[config.mk]
export PLATFORM = sky130hd
export DESIGN_NAME = seg7_scan_mux
export DESIGN_NICKNAME = d
export VERILOG_FILES = /design/src/rtl/seg7_pkg.sv /design/src/rtl/seg7_slot_timer.sv /design/src/rtl/seg7_scan_mux.sv
export SDC_FILE = /design/constraint.sdc
export NUM_CORES = 1
export LEC_CHECK = 0
export ABC_AREA = 1
export BUFFER_PORTS_ARGS = -buffer_cell sky130_fd_sc_hd__buf_2
export CAP_MARGIN = 0
export CORE_UTILIZATION = 55
export DETAILED_ROUTE_END_ITERATION = 10
export GPL_TIMING_DRIVEN = 0
export PLACE_DENSITY = 0.8
export SETUP_SLACK_MARGIN = 0.4
export SLEW_MARGIN = 10
export SYNTH_ARGS = -nofsm -noshare
export SYNTH_HDL_FRONTEND = slang
export SYNTH_SLANG_ARGS = --single-unit
[constraint.sdc]
create_clock -name clk -period 2.6 [get_ports clk]
set_clock_uncertainty 0.2 [all_clocks]
set_input_delay 0.52 -clock clk [delete_from_list [all_inputs] [get_ports clk]]
set_output_delay 0.52 -clock clk [all_outputs]
set_load 0.02 [all_outputs]
[src/rtl/seg7_pkg.sv]
// Shared types and defaults for the seg7 scan multiplexer.
package seg7_pkg;

  localparam int N_DIGITS_DEF  = 4;
  localparam int DIV_DEF       = 50000;
  localparam int BLANK_CYC_DEF = 16;

  // Common-anode display: an anode is lit when its drive line is low.
  localparam logic ANODE_ON  = 1'b0;
  localparam logic ANODE_OFF = 1'b1;

  typedef enum logic {
    BLANK = 1'b0,
    SHOW  = 1'b1
  } slot_state_e;

endpackage

[src/rtl/seg7_slot_timer.sv]
// Per-digit slot counter with BLANK/SHOW phase tracking.
module seg7_slot_timer
  import seg7_pkg::*;
#(
  parameter int DIV       = DIV_DEF,
  parameter int BLANK_CYC = BLANK_CYC_DEF
) (
  input  logic clk,
  input  logic rst_n,
  output logic slot_end_o,
  output logic in_show_o
);

  localparam int CNT_W = (DIV > 1) ? $clog2(DIV) : 1;
  localparam logic [CNT_W-1:0] CNT_LAST  = CNT_W'(DIV - 1);
  localparam logic [CNT_W-1:0] BLANK_END = CNT_W'(BLANK_CYC - 1);

  logic [CNT_W-1:0] cnt_q, cnt_d;
  slot_state_e      state_q, state_d;

  // Counter and phase state registers.
  always_ff @(posedge clk or negedge rst_n) begin
    if (!rst_n) begin
      cnt_q   <= '0;
      state_q <= BLANK;
    end else begin
      cnt_q   <= cnt_d;
      state_q <= state_d;
    end
  end

  // Next-state logic for counter and phase.
  always_comb begin
    cnt_d   = cnt_q;
    state_d = state_q;
    if (cnt_q == CNT_LAST) begin
      cnt_d = '0;
    end else begin
      cnt_d = cnt_q + CNT_W'(1);
    end
    case (state_q)
      BLANK: begin
        if (cnt_q == BLANK_END) begin
          state_d = SHOW;
        end else begin
          state_d = BLANK;
        end
      end
      SHOW: begin
        if (cnt_q == CNT_LAST) begin
          state_d = BLANK;
        end else begin
          state_d = SHOW;
        end
      end
      default: state_d = BLANK;
    endcase
  end

  // in_show_o reports the phase entered at the next edge so the parent's
  // registered outputs line up with the phase they describe.
  assign slot_end_o = (cnt_q == CNT_LAST);
  assign in_show_o  = (state_d == SHOW);

endmodule

[src/rtl/seg7_scan_mux.sv]
// Scan controller for a common-anode N-digit 7-segment display.
// Optional build macro SEG7_LEADING_ZERO_BLANK_EN suppresses leading-zero digits.
module seg7_scan_mux
  import seg7_pkg::*;
#(
  parameter int N_DIGITS  = N_DIGITS_DEF,
  parameter int DIV       = DIV_DEF,
  parameter int BLANK_CYC = BLANK_CYC_DEF
) (
  input  logic                  clk,
  input  logic                  rst_n,
  input  logic [4*N_DIGITS-1:0] value,
  input  logic [N_DIGITS-1:0]   dp_in,
  input  logic                  load,
  output logic [3:0]            nibble,
  output logic [N_DIGITS-1:0]   an,
  output logic                  dp,
  output logic                  frame_done
);

  localparam int IDX_W = $clog2(N_DIGITS);
  localparam logic [IDX_W-1:0] IDX_LAST = IDX_W'(N_DIGITS - 1);

  logic slot_end_s;
  logic show_next_s;
  logic wrap_s;

  logic [IDX_W-1:0]              idx_q, idx_d;
  logic [N_DIGITS-1:0][3:0]      pend_val_q, pend_val_d;
  logic [N_DIGITS-1:0]           pend_dp_q, pend_dp_d;
  logic [N_DIGITS-1:0][3:0]      shad_val_q, shad_val_d;
  logic [N_DIGITS-1:0]           shad_dp_q, shad_dp_d;
  logic [3:0]                    nibble_q, nibble_d;
  logic [N_DIGITS-1:0]           an_q, an_d;
  logic                          dp_q, dp_d;
  logic                          fd_q, fd_d;
  logic [N_DIGITS-1:0]           lit_s;

  seg7_slot_timer #(
    .DIV       (DIV),
    .BLANK_CYC (BLANK_CYC)
  ) u_timer (
    .clk        (clk),
    .rst_n      (rst_n),
    .slot_end_o (slot_end_s),
    .in_show_o  (show_next_s)
  );

  assign wrap_s = slot_end_s && (idx_q == IDX_LAST);

  // Digit index, pending/shadow data and shadow copy at the frame boundary.
  // Shadow takes pending_q, so a load landing on the wrap edge waits a frame.
  always_comb begin
    idx_d      = idx_q;
    pend_val_d = pend_val_q;
    pend_dp_d  = pend_dp_q;
    shad_val_d = shad_val_q;
    shad_dp_d  = shad_dp_q;
    if (load) begin
      pend_val_d = value;
      pend_dp_d  = dp_in;
    end else begin
      pend_val_d = pend_val_q;
      pend_dp_d  = pend_dp_q;
    end
    if (wrap_s) begin
      idx_d      = '0;
      shad_val_d = pend_val_q;
      shad_dp_d  = pend_dp_q;
    end else if (slot_end_s) begin
      idx_d = idx_q + IDX_W'(1);
    end else begin
      idx_d = idx_q;
    end
  end

  // Which digits may light during SHOW.
  always_comb begin
    lit_s = '1;
`ifdef SEG7_LEADING_ZERO_BLANK_EN
    begin
      logic zero_run;
      zero_run = 1'b1;
      for (int k = N_DIGITS - 1; k >= 1; k--) begin
        zero_run = zero_run && (shad_val_d[k] == 4'h0);
        lit_s[k] = !zero_run;
      end
      lit_s[0] = 1'b1;
    end
`else
    lit_s = '1;
`endif
  end

  // Output next-state, computed from next-cycle index and phase.
  always_comb begin
    nibble_d = shad_val_d[idx_d];
    fd_d     = wrap_s;
    an_d     = '1;
    dp_d     = 1'b0;
    for (int k = 0; k < N_DIGITS; k++) begin
      if (show_next_s && (idx_d == IDX_W'(k)) && lit_s[k]) begin
        an_d[k] = ANODE_ON;
      end else begin
        an_d[k] = ANODE_OFF;
      end
    end
    if (show_next_s) begin
      dp_d = shad_dp_d[idx_d];
    end else begin
      dp_d = 1'b0;
    end
  end

  // State and output registers.
  always_ff @(posedge clk or negedge rst_n) begin
    if (!rst_n) begin
      idx_q      <= '0;
      pend_val_q <= '0;
      pend_dp_q  <= '0;
      shad_val_q <= '0;
      shad_dp_q  <= '0;
      nibble_q   <= 4'h0;
      an_q       <= '1;
      dp_q       <= 1'b0;
      fd_q       <= 1'b0;
    end else begin
      idx_q      <= idx_d;
      pend_val_q <= pend_val_d;
      pend_dp_q  <= pend_dp_d;
      shad_val_q <= shad_val_d;
      shad_dp_q  <= shad_dp_d;
      nibble_q   <= nibble_d;
      an_q       <= an_d;
      dp_q       <= dp_d;
      fd_q       <= fd_d;
    end
  end

  assign nibble     = nibble_q;
  assign an         = an_q;
  assign dp         = dp_q;
  assign frame_done = fd_q;

endmodule

==> qor.csv <==
stage,metric,value,unit
outcome,status,"finished, final reports clean",
critical_path,worst_setup_path_start_kind,flip-flop,
cells_and_area,area_delta_synth_final,16.65,%
critical_path,crit_family,simple AND/OR/NAND/NOR gates,
clock_tree,numCtsBuffers,9,
logic_synthesis,synthAdderAreaFrac,0.8163,%
drt,drt_iter0_drc,116,
min_path,holdPathStages,3,
logic_synthesis,avgSynthCellArea,9.520,um^2
logic_synthesis,yosys.area.top_type,dfrtp_1,
logic_synthesis,synth_edf_count,0,
logic_synthesis,seq_area_frac_synth,56.49,%
drt,vias_per_cell,5.104,
placement,post-dp-hpwl,3.939,mm
timing,worst_pin_slew,0.4497,ns
critical_path,path_common_cell,nand2_1,
timing,setup_violations,0,
critical_path,cp_max_fo,6,
logic_synthesis,ys_ff_latch,69,
timing,rsz0062_at_grt,no,
placement,place_congestion,0.8343,
global_route,first_global_vias,2187,
clock_tree,htreeDepth,3,
logic_synthesis,yosysWarnings,0,
timing,slew_violations,0,
power,power.switching,0.4894,mW
floorplanning,core,5238,um^2
timing,slew_headroom,70.02,%
critical_path,worstSetupPathDepth,11,
power,p_sw_share,22.60,%
logic_synthesis,async_reset_ff_share,100.0,%
clock_tree,root_buffer,clkbuf_8,
logic_synthesis,synth_top_family_by_area,simple AND/OR/NAND/NOR gates,
critical_path,crit_slowest_cell,dfrtp_1,
logic_synthesis,synth_xor_area_share,1.143,%
drt,drt_wl_total,5.640,mm
placement,port_buffers,31,
min_path,min_path_type,in2reg,
timing,finalCritPeriodShare,78.12,%
global_route,grt_pass1_wl,9.956,mm
critical_path,reg2regPathDepth,11,
logic_synthesis,syn-num-nets,347,
job,max_cap_violations,0,
logic_synthesis,synthSimpleGateAreaFrac,25.10,%
logic_synthesis,synth_area_leaders,"dfrtp_1 (53%), nand2_1 (10%), o21ai_0 (4.7%), inv_1 (4.7%), dfstp_2 (3.4%)",
drt,routed-via-count,2251,
cells_and_area,fin_area,3576,um^2
critical_path,path_cells,"ha_1, nand3_2, nor2_4, nand2_2, nand2_1, nand2_2, nor2_8, nand2_1, nand2_1, nor2_1, nor2_1",
logic_synthesis,synth_compound_area_share,8.939,%
cells_and_area,post-route-util,68.28,%
logic_synthesis,muxShareOfSynthArea,0.7347,%
cells_and_area,drive_gt1_share,24.80,%
power,power,2.166,mW
floorplanning,die_h,76.66,um
timing,fin_setup_tns,0,ns
drt,ant_nets,0,
power,combPwrFrac,4.1,%
critical_path,cp.arrival,2.10,ns
power,vdd_ir_drop_max,0.0003904,V
cells_and_area,fin_nets,391,
timing,max_freq,0.4923,GHz
clock_tree,cts_sinks,69,
floorplanning,start_util,58.53,%
global_route,grt_max_degree,62,
floorplanning,io_pins,33,
timing,finalCriticalPeriod,2.031,ns
clock_tree,clock_path_buffers,2,
logic_synthesis,syn_area,3065,um^2
timing,hold_violations,0,
floorplanning,rows,26,
placement,dp.cells,424,
power,leakagePower,1.848,nW
clock_tree,worst_skew_pair.late_latency,0.36,ns
clock_tree,clk_pin_slew,0.08,ns
global_route,antenna_found_initial,0,
power,internal_power,1.677,mW
power,seqPwrFrac,51.2,%
global_route,grt.overflow.total,0,
cells_and_area,antennaDiodeCount,0,
clock_tree,cts_tree,built,
critical_path,cp-end-kind,flip-flop,
placement,placed_area,3338,um^2
drt,drcViolationCount,0,
drt,firstDrtPassIters,4,
drt,wl_per_cell,12.79,um
logic_synthesis,synth_ff_type,dfrtp_1,
logic_synthesis,synth_top_area_share,53.06,%
cells_and_area,nFillCells,428,
cells_and_area,final_cells,441,
power,power_density,605.8,nW/um^2
power,clockPowerShare,44.7,%
floorplanning,die-width,76.66,um
cells_and_area,multi_input_area,1131,um^2
logic_synthesis,postSynthCellCount,322,
critical_path,critPathMaxStageDelay,0.37,ns
floorplanning,dieArea,5876,um^2
logic_synthesis,yosysUniqueCellTypes,33,
critical_path,critical_path_class,reg2reg,
critical_path,crit_required,2.67,ns
global_route,grt.total_usage,22.36,%
critical_path,path_buf_inv,0,
cells_and_area,seq_area,1732,um^2
-- cell usage in the layout, fill, tap and decap left out, types with 2 or more instances in the layout --
cell type / instances
o21ai_0: 29
a21oi_1: 5
nand4_1: 8
mux2_2: 2
nand3_1: 8
o21ai_2: 7
clkbuf_1: 4
ha_1: 2
inv_1: 38
nand2_4: 3
nor2_8: 3
xor2_1: 4
bufinv_16: 2
nand2_2: 7
inv_2: 3
nor2_1: 18
nor3_1: 4
nor2_2: 2
nor2_4: 5
dfstp_2: 4
clkinv_4: 2
buf_2: 31
nand2_1: 83
nand3_2: 2
buf_6: 3
dfrtp_1: 65
o21ai_1: 4
clkbuf_8: 9
-- layer usage --
layer,global-route usage [%],routed length [um],vias up
met5,0,0,-
met4,14.04,168,0
met3,4.643,273,18
met2,32.16,2491,62
met1,31.07,2706,1061
li1,-,-,1110
-- stage by stage --
| stage | setup slack [ns] | hold slack (ns) |
|---|---|---|
| finish | 0.5688 | 0.1611 |
| global route | 0.4086 | 0.1708 |
| CTS | 0.5436 | 0.1580 |
| detailed placement | 0.5574 | 0.1634 |
| global placement | 0.5108 | 0.2524 |
| floorplan | 0.7708 | 0.02441 |
-- final cells by class --
class / instances / share of cell area [%]
buffer: 8 / 1.505
clock buffer: 9 / 3.464
clock inverter: 7 / 2.764
inverter: 41 / 4.304
multi-input combinational: 204 / 31.63
sequential: 69 / 48.43
tap: 70 / 2.449
timing repair buffer: 33 / 5.458
-- cells in the mapped netlist, drive strengths merged, types with 2 or more instances --
cell and n:
nor3 4, nor2 28, nand4 8, buf 4, nand3 11, o21ai 40, xor2 4, dfrtp 65
dfstp 4, a21oi 5, mux2 2, clkbuf 4, inv 41, ha 2, nand2 94
-- power groups by stage --
stage | sequential, mW | combinational [mW] | clock, mW
after global routing | 1.11 | 0.107 | 1.02
after global placement | 1.13 | 0.0813 | 0
final | 1.11 | 0.0893 | 0.968
after CTS | 1.11 | 0.0921 | 0.980
after detailed placement | 1.13 | 0.0896 | 0
after floorplan | 1.13 | 0.0371 | 0
-- worst paths after layout --
kind                                        from                to  slack (ns)
worst max-delay path            u_timer.cnt_q[0]                dp        0.57
worst min-delay path                    value[6]     pend_val_q[6]        0.16
max in group asynchronous                  rst_n             an[2]        1.30
worst max register to register  u_timer.cnt_q[0]                dp        0.57
worst min register to register  u_timer.cnt_q[0]  u_timer.cnt_q[0]        0.26
min in group asynchronous                  rst_n  u_timer.cnt_q[6]        0.34
-- timing repair --
action	CTS	global route
hold endpoints to repair	8	0
buffers inserted	0	0
gates resized for setup	0	1
hold buffers	1	0
setup endpoints to repair	0	1
-- tightest hold or removal path, stage by stage --
cell and delay, ns:
buf_2 0.07, nand2_1 0.03, o21ai_0 0.06
-- sequential cells by signal, summed over array words and instances (netlist names), 2 cells and up --
| register | cells |
|---|---|
| idx_q | 2 |
| shad_dp_q | 4 |
| pend_val_q | 16 |
| nibble | 4 |
| u_timer.cnt_q | 16 |
| shad_val_q | 16 |
| an | 4 |
| pend_dp_q | 4 |
-- logic make-up after synthesis --
family,Yosys count
multiplexers,2
AO/OA/AOI/OAI,48
XOR/XNOR,4
adder cells (fa/ha/maj),2
buffers and inverters,49
flip-flops,69
AND/OR/NAND/NOR,148
(Power assumes the default switching activity.)
